### config.mk
export PLATFORM = sky130hd
export DESIGN_NAME = fifo_push_arbiter
export DESIGN_NICKNAME = d
export VERILOG_FILES = /design/src/rtl/fifo_push_arbiter.sv
export SDC_FILE = /design/constraint.sdc
export NUM_CORES = 1
export LEC_CHECK = 0
export BUFFER_PORTS_ARGS = -buffer_cell sky130_fd_sc_hd__buf_2
export CAP_MARGIN = 25
export CORE_ASPECT_RATIO = 2
export CORE_MARGIN = 1.5
export CORE_UTILIZATION = 25
export DETAILED_ROUTE_END_ITERATION = 16
export GPL_TIMING_DRIVEN = 0
export SYNTH_ARGS = -nofsm -noshare
export SYNTH_HDL_FRONTEND = slang
export SYNTH_SLANG_ARGS = --single-unit
### constraint.sdc
create_clock -name clk -period 3.65 [get_ports clk]
set_clock_uncertainty 0.05 [all_clocks]
set_input_delay 0.1825 -clock clk [delete_from_list [all_inputs] [get_ports clk]]
set_output_delay 0.1825 -clock clk [all_outputs]
set_load 0.02 [all_outputs]
### src/rtl/fifo_push_arbiter.sv
// Round-robin arbiter sharing the push side of a single FIFO between NUM_REQ
// producers that use a valid/ready handshake. A granted producer owns the FIFO
// port for a burst of up to BURST_LEN words, then priority rotates to the next
// producer after it.
//
// Ports
//   clk          clock, all state on the rising edge
//   reset        asynchronous active-high reset
//   synch_rst    synchronous clear, same effect as reset, wins over everything
//   req_valid    per-producer valid
//   req_data     packed producer words, slice i = [i*WORDLENGHT +: WORDLENGHT]
//   req_ready    per-producer accept strobe (only the owner can see it high)
//   fifo_full    FIFO full flag
//   fifo_push    FIFO push strobe
//   fifo_data    FIFO write data (zero when not pushing)
//   grant_valid  high while a producer owns the port
//   grant_id     current owner; holds the last owner while idle
//
// state | meaning
// ------+--------------------------------------------------------------
// IDLE  | no owner; arbitrate among valid producers starting at rr_ptr
// BURST | grant_id owns the FIFO port until BURST_LEN pushes or valid drops

module fifo_push_arbiter #(
   parameter int WORDLENGHT = 8,
   parameter int NUM_REQ    = 4,
   parameter int BURST_LEN  = 4
) (
   input  logic                            clk,
   input  logic                            reset,
   input  logic                            synch_rst,
   input  logic [NUM_REQ-1:0]              req_valid,
   input  logic [NUM_REQ*WORDLENGHT-1:0]   req_data,
   output logic [NUM_REQ-1:0]              req_ready,
   input  logic                            fifo_full,
   output logic                            fifo_push,
   output logic [WORDLENGHT-1:0]           fifo_data,
   output logic                            grant_valid,
   output logic [$clog2(NUM_REQ)-1:0]      grant_id
);

   localparam int ID_W  = $clog2(NUM_REQ);
   localparam int CNT_W = $clog2(BURST_LEN + 1);

   typedef enum logic {IDLE, BURST} state_t;

   state_t             state;
   logic [ID_W-1:0]    rr_ptr;
   logic [CNT_W-1:0]   beat_cnt;

   logic               g_valid;
   logic [WORDLENGHT-1:0] g_data;
   logic               in_burst;
   logic               accept;
   logic               push;
   logic               last_beat;
   logic [ID_W-1:0]    next_rr;
   logic [ID_W-1:0]    pick;
   logic               found;

   // Mux the owner's valid and data out of the packed request vectors.
   always_comb begin
      g_valid = 1'b0;
      g_data  = '0;
      for (int i = 0; i < NUM_REQ; i++) begin
         if (grant_id == ID_W'(i)) begin
            g_valid = req_valid[i];
            g_data  = req_data[i*WORDLENGHT +: WORDLENGHT];
         end
      end
   end

   // Rotating search: first valid producer at or after rr_ptr, wrapping.
   always_comb begin
      int idx;
      idx   = 0;
      pick  = rr_ptr;
      found = 1'b0;
      for (int k = 0; k < NUM_REQ; k++) begin
         idx = int'(rr_ptr) + k;
         if (idx >= NUM_REQ) idx = idx - NUM_REQ;
         if (!found && req_valid[idx]) begin
            found = 1'b1;
            pick  = ID_W'(idx);
         end
      end
   end

   assign in_burst  = (state == BURST);
   // synch_rst suppresses the handshake in its own cycle so no word is
   // accepted by a producer while the arbiter is being cleared.
   assign accept    = in_burst & ~fifo_full & ~synch_rst;
   assign push      = accept & g_valid;
   assign last_beat = (beat_cnt == CNT_W'(BURST_LEN - 1));
   assign next_rr   = (grant_id == ID_W'(NUM_REQ - 1)) ? '0 : grant_id + ID_W'(1);

   always_comb begin
      req_ready = '0;
      for (int i = 0; i < NUM_REQ; i++) begin
         req_ready[i] = accept & (grant_id == ID_W'(i));
      end
   end

   assign fifo_push   = push;
   assign fifo_data   = push ? g_data : '0;
   assign grant_valid = in_burst;

   always_ff @(posedge clk or posedge reset) begin
      if (reset) begin
         state    <= IDLE;
         rr_ptr   <= '0;
         beat_cnt <= '0;
         grant_id <= '0;
      end else if (synch_rst) begin
         state    <= IDLE;
         rr_ptr   <= '0;
         beat_cnt <= '0;
         grant_id <= '0;
      end else begin
         case (state)
            IDLE: begin
               if (|req_valid) begin
                  grant_id <= pick;
                  beat_cnt <= '0;
                  state    <= BURST;
               end
            end
            BURST: begin
               if (push) begin
                  beat_cnt <= beat_cnt + CNT_W'(1);
                  if (last_beat) begin
                     state  <= IDLE;
                     rr_ptr <= next_rr;
                  end
               end else if (!g_valid) begin
                  // Owner dropped valid: release even while the FIFO is full.
                  state  <= IDLE;
                  rr_ptr <= next_rr;
               end
            end
            default: state <= IDLE;
         endcase
      end
   end

endmodule

After elaboration in Yosys (flattened, before gate mapping)
Cells that the tools add are included.
{ "word_totals": {"ff_bits": 8, "inputBits": 40} }
{ "op_classes": {"n_bitwise": 10, "reduce_logical": 13, "eq_ne": 9, "n_mux": 51, "n_lt_le_gt_ge": 8, "add_sub_neg": 9} }
{ "ops": {"columns": ["cell", "count"], "rows": [
  ["32-bit by 4-bit less-than comparator with 1-bit output (second input constant)", 4],
  ["32-bit 2-to-1 mux", 4],
  ["8-bit 2-to-1 mux", 5],
  ["2-bit 2-to-1 mux", 13],
  ["1-bit 2-to-1 mux", 20],
  ["3-bit by 3-bit subtractor with 4-bit output (second input constant)", 3],
  ["3-bit greater-or-equal comparator (second input constant)", 3],
  ["3-bit 2-to-1 mux", 3],
  ["3-bit by 2-bit != test with 1-bit output (second input constant)", 3],
  ["1-bit binary-select mux with 2-bit select", 4],
  ["1-bit bitwise AND", 7],
  ["2-bit by 2-bit adder with 3-bit output (second input constant)", 2],
  ["3-bit one-hot mux with 2 select lines", 1],
  ["2-bit == test (second input constant)", 2],
  ["2-bit AND reduction", 2],
  ["2-bit nonzero test", 2],
  ["4-bit OR reduction", 1],
  ["2-bit by 3-bit subtractor with 4-bit output (second input constant)", 1],
  ["2-bit by 1-bit adder with 3-bit output (second input constant)", 1],
  ["3-bit by 1-bit adder with 3-bit output (second input constant)", 1],
  ["3-bit by 2-bit == test with 1-bit output (second input constant)", 1],
  ["2-bit by 3-bit greater-or-equal comparator with 1-bit output (second input constant)", 1],
  ["1-bit logical AND", 3],
  ["1-bit zero test", 3],
  ["other kinds (8)", 10]
]} }

Longest topological paths before layout
Gate-level depths: netlist of run 1.
{ "logic_depth": {"word_depth": 18, "ltp_mapped": 8, "mapped_depth_nobuf": 6} }

Least setup slack after synthesis of run 1
No wires, ideal clock.
{ "synth_path": {"path_type": "register -> output", "startpoint": "register grant_id[1]", "endpoint": "output port fifo_data[0]", "slack_ns": 1.528, "n_path_buf": 2, "stages_incl_launch_ff": 9, "t_arrival_ns": 1.889, "t_required_ns": 3.418, "path_cell_list": "dfrtp_1 -> inv_1 -> ha_1 -> buf_6 -> nand3b_4 -> a221oi_2 -> nand2_2 -> buf_6 -> nor2_1"} }
{ "synth_via": {"elab_chain_len": 7} }
{ "synth_rtl": {"columns": ["element", "line_no", "source"], "rows": [
  ["from (decl)", "39", "output logic [$clog2(NUM_REQ)-1:0] grant_id"],
  ["from (signal assigned)", "123", "grant_id <= pick;"],
  ["2-bit zero test", "66", "if (grant_id == ID_W'(i)) begin"],
  ["1-bit 2-to-1 mux (4 in series)", "66", null],
  ["1-bit bitwise AND", "93", "assign push = accept & g_valid;"],
  ["8-bit 2-to-1 mux *", "105", "assign fifo_data = push ? g_data : '0;"],
  ["to (decl)", "37", "output logic [WORDLENGHT-1:0] fifo_data,"]
]} }
Every way passes the cells marked *; elsewhere a longest branch is shown, timed or not.

Final worst setup path of run 1
{ "layout_path": {"startpoint": "register grant_id[0]", "endpoint": "output port fifo_data[3]"} }
Same word-level chain as after synthesis.

==> summary.txt, run 1 <==
Outcome
  – Outcome: complete, no violations

Clocking
  – Clock buffer depth: 2
  – CTS H-tree lvls: 1
  – TritonCTS clock tree: done
  – Post-CTS Setup Bufs: 0
  – Clock-pin slew on the worst setup and hold paths: about 40 ps
  – PostCTS Resize Cnt: 0
  – TritonCTS Buffers: 3
  – Clock Latency Late Sink: 220 ps
  – Cts hold-fix bufs: 1
  – CTS sink cnt: 8
  – Root Driver: clkbuf_8

Route
  – Vias: between 1000 and 1500
  – Antenna Nets Post-Route: 0
  – Final wirelength: 2991 um
  – # DRC: 0
  – 1st-iter DRT viols: 7
  – Router iterations before antenna repair: 4
  – Vias per cell: 4.739
  – Drt wl/cell: around 12 um

Synth
  – Mux share of post-synthesis cell area: around 5.2%
  – Post-Syn Area: just under 1000 um2
  – Syn Area/Cell: between 7 and 8 um2
  – Synth cell types: 32
  – Post-Synth Adder-Cell Area: 7.566%
  – Synth async-reset ratio: 100.0%
  – Synth area leader: dfrtp_1
  – Xor/xnor share of the synthesized area: 0%
  – Post-synth top area share: about a fifth
  – Synthesized net count: around 190
  – Syn. warnings: 0
  – Seq/Total Area, Yosys: just over 20%
  – Compound-Gate Fraction of Synth Area: a little under a third
  – Largest family of logic cells by synthesized area: compound AO/OA/AOI/OAI gates
  – Top FF cell, synth: dfrtp_1
  – Top post-synthesis cells by count: a21oi_1 (22), inv_1 (19), nand2_1 (12), nor2_1 (12), o21ai_0 (11)
  – Synth Area in Simple Gates: a little under a quarter
  – Yosys reg bits: 8
  – EDFF count, synth: 0
  – Synth top area cells: dfrtp_1 (20%), a21oi_1 (11%), ha_1 (7.6%)
  – Mapped Cells: ~140
  – Count leader, synth: a21oi_1

Floorplan
  – Core Area: 3844 um2
  – Top-level port count: 56
  – Row cnt: 32
  – DIE WIDTH: 47.55 um
  – DIE AREA: about 4400 um2
  – Die height: slightly above 90 um
  – Initial Util: roughly a quarter

Timing
  – Worst-margin pin slew: 581.1 ps
  – Final hold violations: 0
  – Tmin final: approximately 2300 ps
  – Final setup fails: 0
  – Part of the cycle the worst path needs: between 60% and 70%
  – Setup TNS Final: 0 ps
  – Final Slew Violations: 0
  – Fmax: 0.4259 GHz
  – RSZ-0062 raised after global routing: false
  – Slew HR: 60.90%

Global routing
  – Total track usage: around 14%
  – Total grt overflow: 0
  – Vias in the first global route: around 1200
  – First-pass GRT wire length: around 4600 um
  – Initial antenna violation count: 0
  – Largest net degree at the start of global routing: 11

Worst setup path
  – Worst EP required: about 3400 ps
  – CP arrival: around 2100 ps
  – Worst setup SP type: flip-flop
  – CP endpoint kind: primary output
  – Setup CP Type: reg -> out
  – Crit-path max FO: 10

Placed design
  – RD Place Congestion: approximately 0.79
  – Post-DP HPWL: about 2500 um
  – Port Buffers: 55

Pwr
  – Cell leakage power: approximately 0.75 nW
  – VDD IR max: around 0.17 mV
  – Total power: 345.4 uW
  – Power Dens Cells: around 250 nW/um2

Final layout
  – Area Overhead vs Synth: 39.34%
  – Final net count: 246
  – Share of layout cells above drive strength 1: 35.35%
  – Antenna diodes: 0

Flow run
  – Max cap viols: 0

Min path
  – HP Class: in -> reg
[final cells by class]
type / instances / area, um2
fill: 442 / 2461
multi-input combinational: 103 / 664.4
timing repair buffer: 56 / 285.3
sequential: 8 / 200.2
inverter: 19 / 71.32
tap: 51 / 63.81
buffer: 9 / 56.30
clock buffer: 3 / 41.29
[path summary, 6_finish.rpt]
path / start / to / slack [ps] / cells past startpoint
max: grant_id[0] / fifo_data[3] / 1300 / 9
min: synch_rst / beat_cnt[2] / 250 / 3
max reg2reg: grant_id[0] / beat_cnt[0] / 1690 / 8
min reg2reg: beat_cnt[0] / beat_cnt[0] / 430 / 1
max in group asynchronous: reset / grant_id[0] / 2910 / 3
min in group asynchronous: reset / beat_cnt[0] / 410 / 3
[cells by family after synthesis]
kind of cell             after synthesis
adder cells (fa/ha/maj)                6
AO/OA/AOI/OAI                         50
buffers and inverters                 28
AND/OR/NAND/NOR                       42
flip-flops                             8
multiplexers                           5
[metal layers]
metal  global-route usage (%)  vias up  part of all wire [%]
li1                         -      599                     -
met1                    12.38      528                    36
met2                    28.04       47                    57
met3                    1.575        6                   5.4
met4                    6.306        0                   1.7
met5                        0        -                     0
[critical path, cell delays in order, from the launching register on]
cell	delay, ps
dfrtp_1	440
inv_1	120
ha_1	140
buf_2	220
nand3b_4	110
a221oi_2	290
nand2_2	130
buf_6	160
nor2_1	100
buf_2	170
[cell usage in the layout (no fill, tap or decap), types with 4 or more instances in the layout]
cell type  instances
o21ai_0           11
nor2_1            12
mux2i_1            4
inv_1             19
nand2_1           12
ha_1               6
a22oi_1            8
a21oi_1           22
buf_2             58
dfrtp_1            8
[registers in the layout, indices dropped and copies added (netlist names)]
| signal | cells |
|---|---|
| grant_valid | 1 |
| grant_id | 2 |
| beat_cnt | 3 |
| rr_ptr | 2 |
[power breakdown]
| group | leakage [nW] | switching, mW | internal (mW) | total [mW] |
|---|---|---|---|---|
| registers | 0.109 | 0.00725 | 0.0947 | 0.102 |
| clock network | 0.0216 | 0.0297 | 0.0710 | 0.101 |
| logic | 0.617 | 0.0785 | 0.0643 | 0.143 |
| total | 0.747 | 0.115 | 0.230 | 0.345 |
[stage by stage]
stage | instances | hold slack, ps | worst slack, ps | utilization (%) | instance area, um2
2_1_floorplan | 139 | -51.84 | 1528 | - | 992.2
3_3_place_gp | 245 | 88.50 | 1540 | 34.64 | 1331
3_5_place_dp | 245 | 90.35 | 1517 | 34.64 | 1331
4_1_cts | 249 | 255.8 | 1273 | 35.97 | 1383
5_1_grt | 249 | 287.3 | 1090 | 35.97 | 1383
6_report | 249 | 250.6 | 1302 | 35.97 | 1383
(Power assumes the default switching activity.)
==> inputs of run 2 (changes only) <==
--- a/config.mk
+++ b/config.mk
@@ -5,6 +5,7 @@
 export SDC_FILE = /design/constraint.sdc
 export NUM_CORES = 1
 export LEC_CHECK = 0
+export ABC_AREA = 1
 export BUFFER_PORTS_ARGS = -buffer_cell sky130_fd_sc_hd__buf_2
 export CAP_MARGIN = 25
 export CORE_ASPECT_RATIO = 2
==> constraint.sdc (replaced) <==
create_clock -name clk -period 2.3 [get_ports clk]
set_clock_uncertainty 0.05 [all_clocks]
set_input_delay 0.115 -clock clk [delete_from_list [all_inputs] [get_ports clk]]
set_output_delay 0.115 -clock clk [all_outputs]
set_load 0.02 [all_outputs]
==> summary.txt, run 2 <==
Timing
  – Tmin final: between 2000 and 2500 ps
  – Worst-margin pin slew: 424.8 ps (-156.3 ps)
  – Fmax: roughly 0.45 GHz
  – Final hold violations: 0 (unchanged)
  – Final Slew Violations: 0 (unchanged)
  – Final setup fails: 0 (unchanged)
  – RSZ-0062 raised after global routing: true
  – Final Worst Setup Slack: 64.00 ps (-1238 ps)
  – Part of the cycle the worst path needs: a little over nine tenths
  – Setup TNS Final: 0 ps (unchanged)
  – Slew HR: 71.68% (+11 points)

Clocking
  – TritonCTS clock tree: done
  – TritonCTS Buffers: 3 (unchanged)
  – CTS sink cnt: 8 (unchanged)
  – Root Driver: clkbuf_8
  – Clock-pin slew on the worst setup and hold paths: 40 ps (about the same)
  – CTS H-tree lvls: 1 (unchanged)
  – Clock buffer depth: 2 (unchanged)
  – Clock Latency Late Sink: 230 ps (about the same)

Pwr
  – P_int: 669.4 uW (+190%)
  – Cell leakage power: 0.8875 nW (+19%)
  – Sequential Power Share: 15.9% (-14 points)
  – Logic gate share of total power: 71.6% (+30 points)
  – Total power: 1.370 mW (+300%)
  – VDD IR max: 0.3934 mV (+130%)
  – Part of the power in the clock network: 12.5% (-17 points)
  – NetSw: 701.1 uW (+510%)
  – Power Dens Cells: 859.8 nW/um2 (+240%)
  – Fraction of power spent switching nets: 51.15% (+18 points)

Synth
  – EDFF count, synth: 0 (unchanged)
  – Synth top area cells: nand2_1 (19%), dfrtp_1 (17%), nand3_1 (11%)
  – Synthesized net count: 237 (+28%)
  – Syn Area/Cell: 5.994 um2 (-16%)
  – Yosys reg bits: 8 (unchanged)
  – Post-Syn Area: 1145 um2 (+15%)
  – Syn. warnings: 0 (unchanged)
  – Post-synth top area share: 19.34% (-0.83 points)
  – Top post-synthesis cells by count: nand2_1 (59), nand3_1 (26), a21oi_1 (20)
  – Seq/Total Area, Yosys: 17.49% (-2.7 points)
  – Synth cell types: 26 (-19%)
  – Synth async-reset ratio: 100.0% (unchanged)
  – Count leader, synth: nand2_1
  – Mapped Cells: 191 (+37%)
  – Top FF cell, synth: dfrtp_1
  – Synth area leader: nand2_1

Final layout
  – Biggest register: beat_cnt
  – Fill count: 500 (+13%)
  – Biggest registers after layout: beat_cnt: 3 flops, grant_id: 2 flops, rr_ptr: 2 flops
  – Flip-flop count of the largest register after layout: 3 (unchanged)
  – Most common cell after layout, fill and taps aside: nand2_1
  – Antenna diodes: 0 (unchanged)
  – Final net count: 300 (+22%)
  – Non-filler cells, final: 306 (+23%)
  – Share of layout cells above drive strength 1: 36.90% (+1.6 points)
  – Most frequent cells in the layout: nand2_1 (57), buf_2 (53), nand3_1 (26)
  – Finished Core Util: 36.38% (+0.41 points)
  – Area Overhead vs Synth: 39.24% (about the same)

Worst setup path
  – Launching point of the worst reg2reg path: grant_id[1]
  – Worst EP required: 2130 ps (-1290 ps)
  – Max incr delay on CP: 430 ps (about the same)
  – Worst setup SP type: flip-flop
  – CP endpoint: fifo_data[6]
  – CP arrival: 2070 ps (-50 ps)
  – CP endpoint kind: primary output
  – RR Endpoint: rr_ptr[1]
  – Reg2reg setup slack: 360 ps (-1330 ps)
  – Crit-path max FO: 10 (unchanged)
  – Setup CP Type: reg -> out
  – Most used cell, CP: buf_4
  – Worst-path cell chain: buf_4 -> ha_1 -> clkbuf_4 -> a21oi_2 -> o2bb2ai_4 -> nand2_2 -> buf_4 -> a21oi_1 -> buf_2
  – Worst reg2reg path depth: 11 (+3)
  – Critical-path top delay cell: dfrtp_2
  – Worst Setup SP: grant_id[1]

Global routing
  – Initial antenna violation count: 0 (unchanged)
  – Total grt overflow: 0 (unchanged)
  – First-pass GRT wire length: 5561 um (+20%)
  – Total track usage: 14.19% (about the same)
  – Largest net degree at the start of global routing: 11 (unchanged)
  – Vias in the first global route: 1244 (+7.8%)

Floorplan
  – Core Area: 4382 um2 (+14%)
  – Initial Util: 26.13% (+0.31 points)
  – Row cnt: 34 (+6.3%)
  – Top-level port count: 56 (unchanged)
  – DIE AREA: 5019 um2 (+15%)
  – Die height: 98.70 um (+7.2%)
  – DIE WIDTH: 50.85 um (+7.0%)

Route
  – # DRC: 0 (unchanged)
  – Router iterations before antenna repair: 4 (unchanged)
  – Vias per cell: 4.650 (-1.9%)
  – Vias: 1423 (+21%)
  – Drt wl/cell: 11.57 um (-3.7%)
  – Final wirelength: 3539 um (+18%)
  – 1st-iter DRT viols: 18 (+11)
  – Antenna Nets Post-Route: 0 (unchanged)

Outcome
  – Outcome: complete, no violations

Placed design
  – Port Buffers: 55 (unchanged)
  – RD Place Congestion: 0.7705 (-2.2%)
  – Pre-CTS setup slack: 187.4 ps (-1329 ps)
  – DP Cell Count: 300 (+22%)
  – Post-DP HPWL: 2888 um (+14%)

Flow run
  – Max cap viols: 0 (unchanged)

Min path
  – HP Class: in -> reg
run 2: cell types whose count changed after synthesis, moves of 3 or more:
cell	change
nand2_1	+47
nand3_1	+26
nand2_2	+9
a22oi_1	-8
o21ai_0	-6
mux2i_1	-4
o211ai_1	+4
a221o_1	-3
and2_1	-3
inv_1	-3
nand3_2	+3
nor2b_1	-3
run 2: stage by stage:
step           area, um2  hold WS, ps
6_report            1594        113.7
5_1_grt             1594        132.7
4_1_cts             1543        121.8
2_1_floorplan       1145       -119.3
3_3_place_gp        1488        28.51
3_5_place_dp        1488        27.32
run 2: layout make-up:
cell class	instances	area, um2	share of cell area [%]
multi-input cells	155	832.0	52.20
plain buffers	7	57.56	3.611
well taps	54	67.56	4.239
inverters	21	87.58	5.495
flip-flops and latches	8	202.7	12.72
repair buffers	58	305.3	19.15
clock buffers	3	41.29	2.590
run 2: how the worst min path moves through the flow:
stage | to | depth (start not counted) | slack (ps) | start
finish | grant_valid | 3 | 110 | fifo_full
global route | grant_valid | 3 | 130 | fifo_full
CTS | grant_valid | 3 | 120 | fifo_full
detailed placement | grant_id[1] | 2 | 30 | reset
global placement | grant_id[1] | 2 | 30 | reset
floorplan | beat_cnt[0] | 1 | -120 | reset
run 2: kinds of logic (layout without fill, tap and decap cells):
kind of cell               after synthesis  after routing  synth area share (%)
and+or+nand+nor                        116            116                 47.87
DFF                                      8              8                 17.49
adders and majority gates                6              6                 6.557
buffers and inverters                   28             89                 11.69
AOI/OAI and AO/OA                       33             33                 16.39
run 2: power by group through the flow:
| stage | Combinational [mW] | Sequential (mW) | Clock, mW |
|---|---|---|---|
| floorplan | 0.719 | 0.225 | 0 |
| global placement | 0.939 | 0.217 | 0 |
| detailed placement | 0.943 | 0.218 | 0 |
| CTS | 0.950 | 0.217 | 0.173 |
| global route | 1.11 | 0.221 | 0.182 |
| finish | 0.981 | 0.218 | 0.171 |
run 2: critical path: cells and delay by family, from the launching register on:
kind                       cells  cell delay, ps
and+or+nand+nor                1              90
adders and majority gates      1             180
DFF                            1             430
AOI/OAI and AO/OA              3             440
buffers and inverters          4             700
run 2: timing repair:
action	CTS	global route
hold endpoints to repair	8	0
endpoints found under the setup margin	8	8
hold buffers	1	0
buffers inserted	0	2
gates resized for setup	2	12
pin swaps	0	1
run 2: layer usage:
layer | wire [um] | part of all wire, % | up-vias | global-route usage, %
li1 | - | - | 751 | -
met1 | 1293 | 37 | 636 | 14.08
met2 | 2079 | 59 | 29 | 29.05
met3 | 89 | 2.5 | 7 | 0.3030
met4 | 76 | 2.1 | 0 | 5.613
met5 | 0 | 0 | - | 0
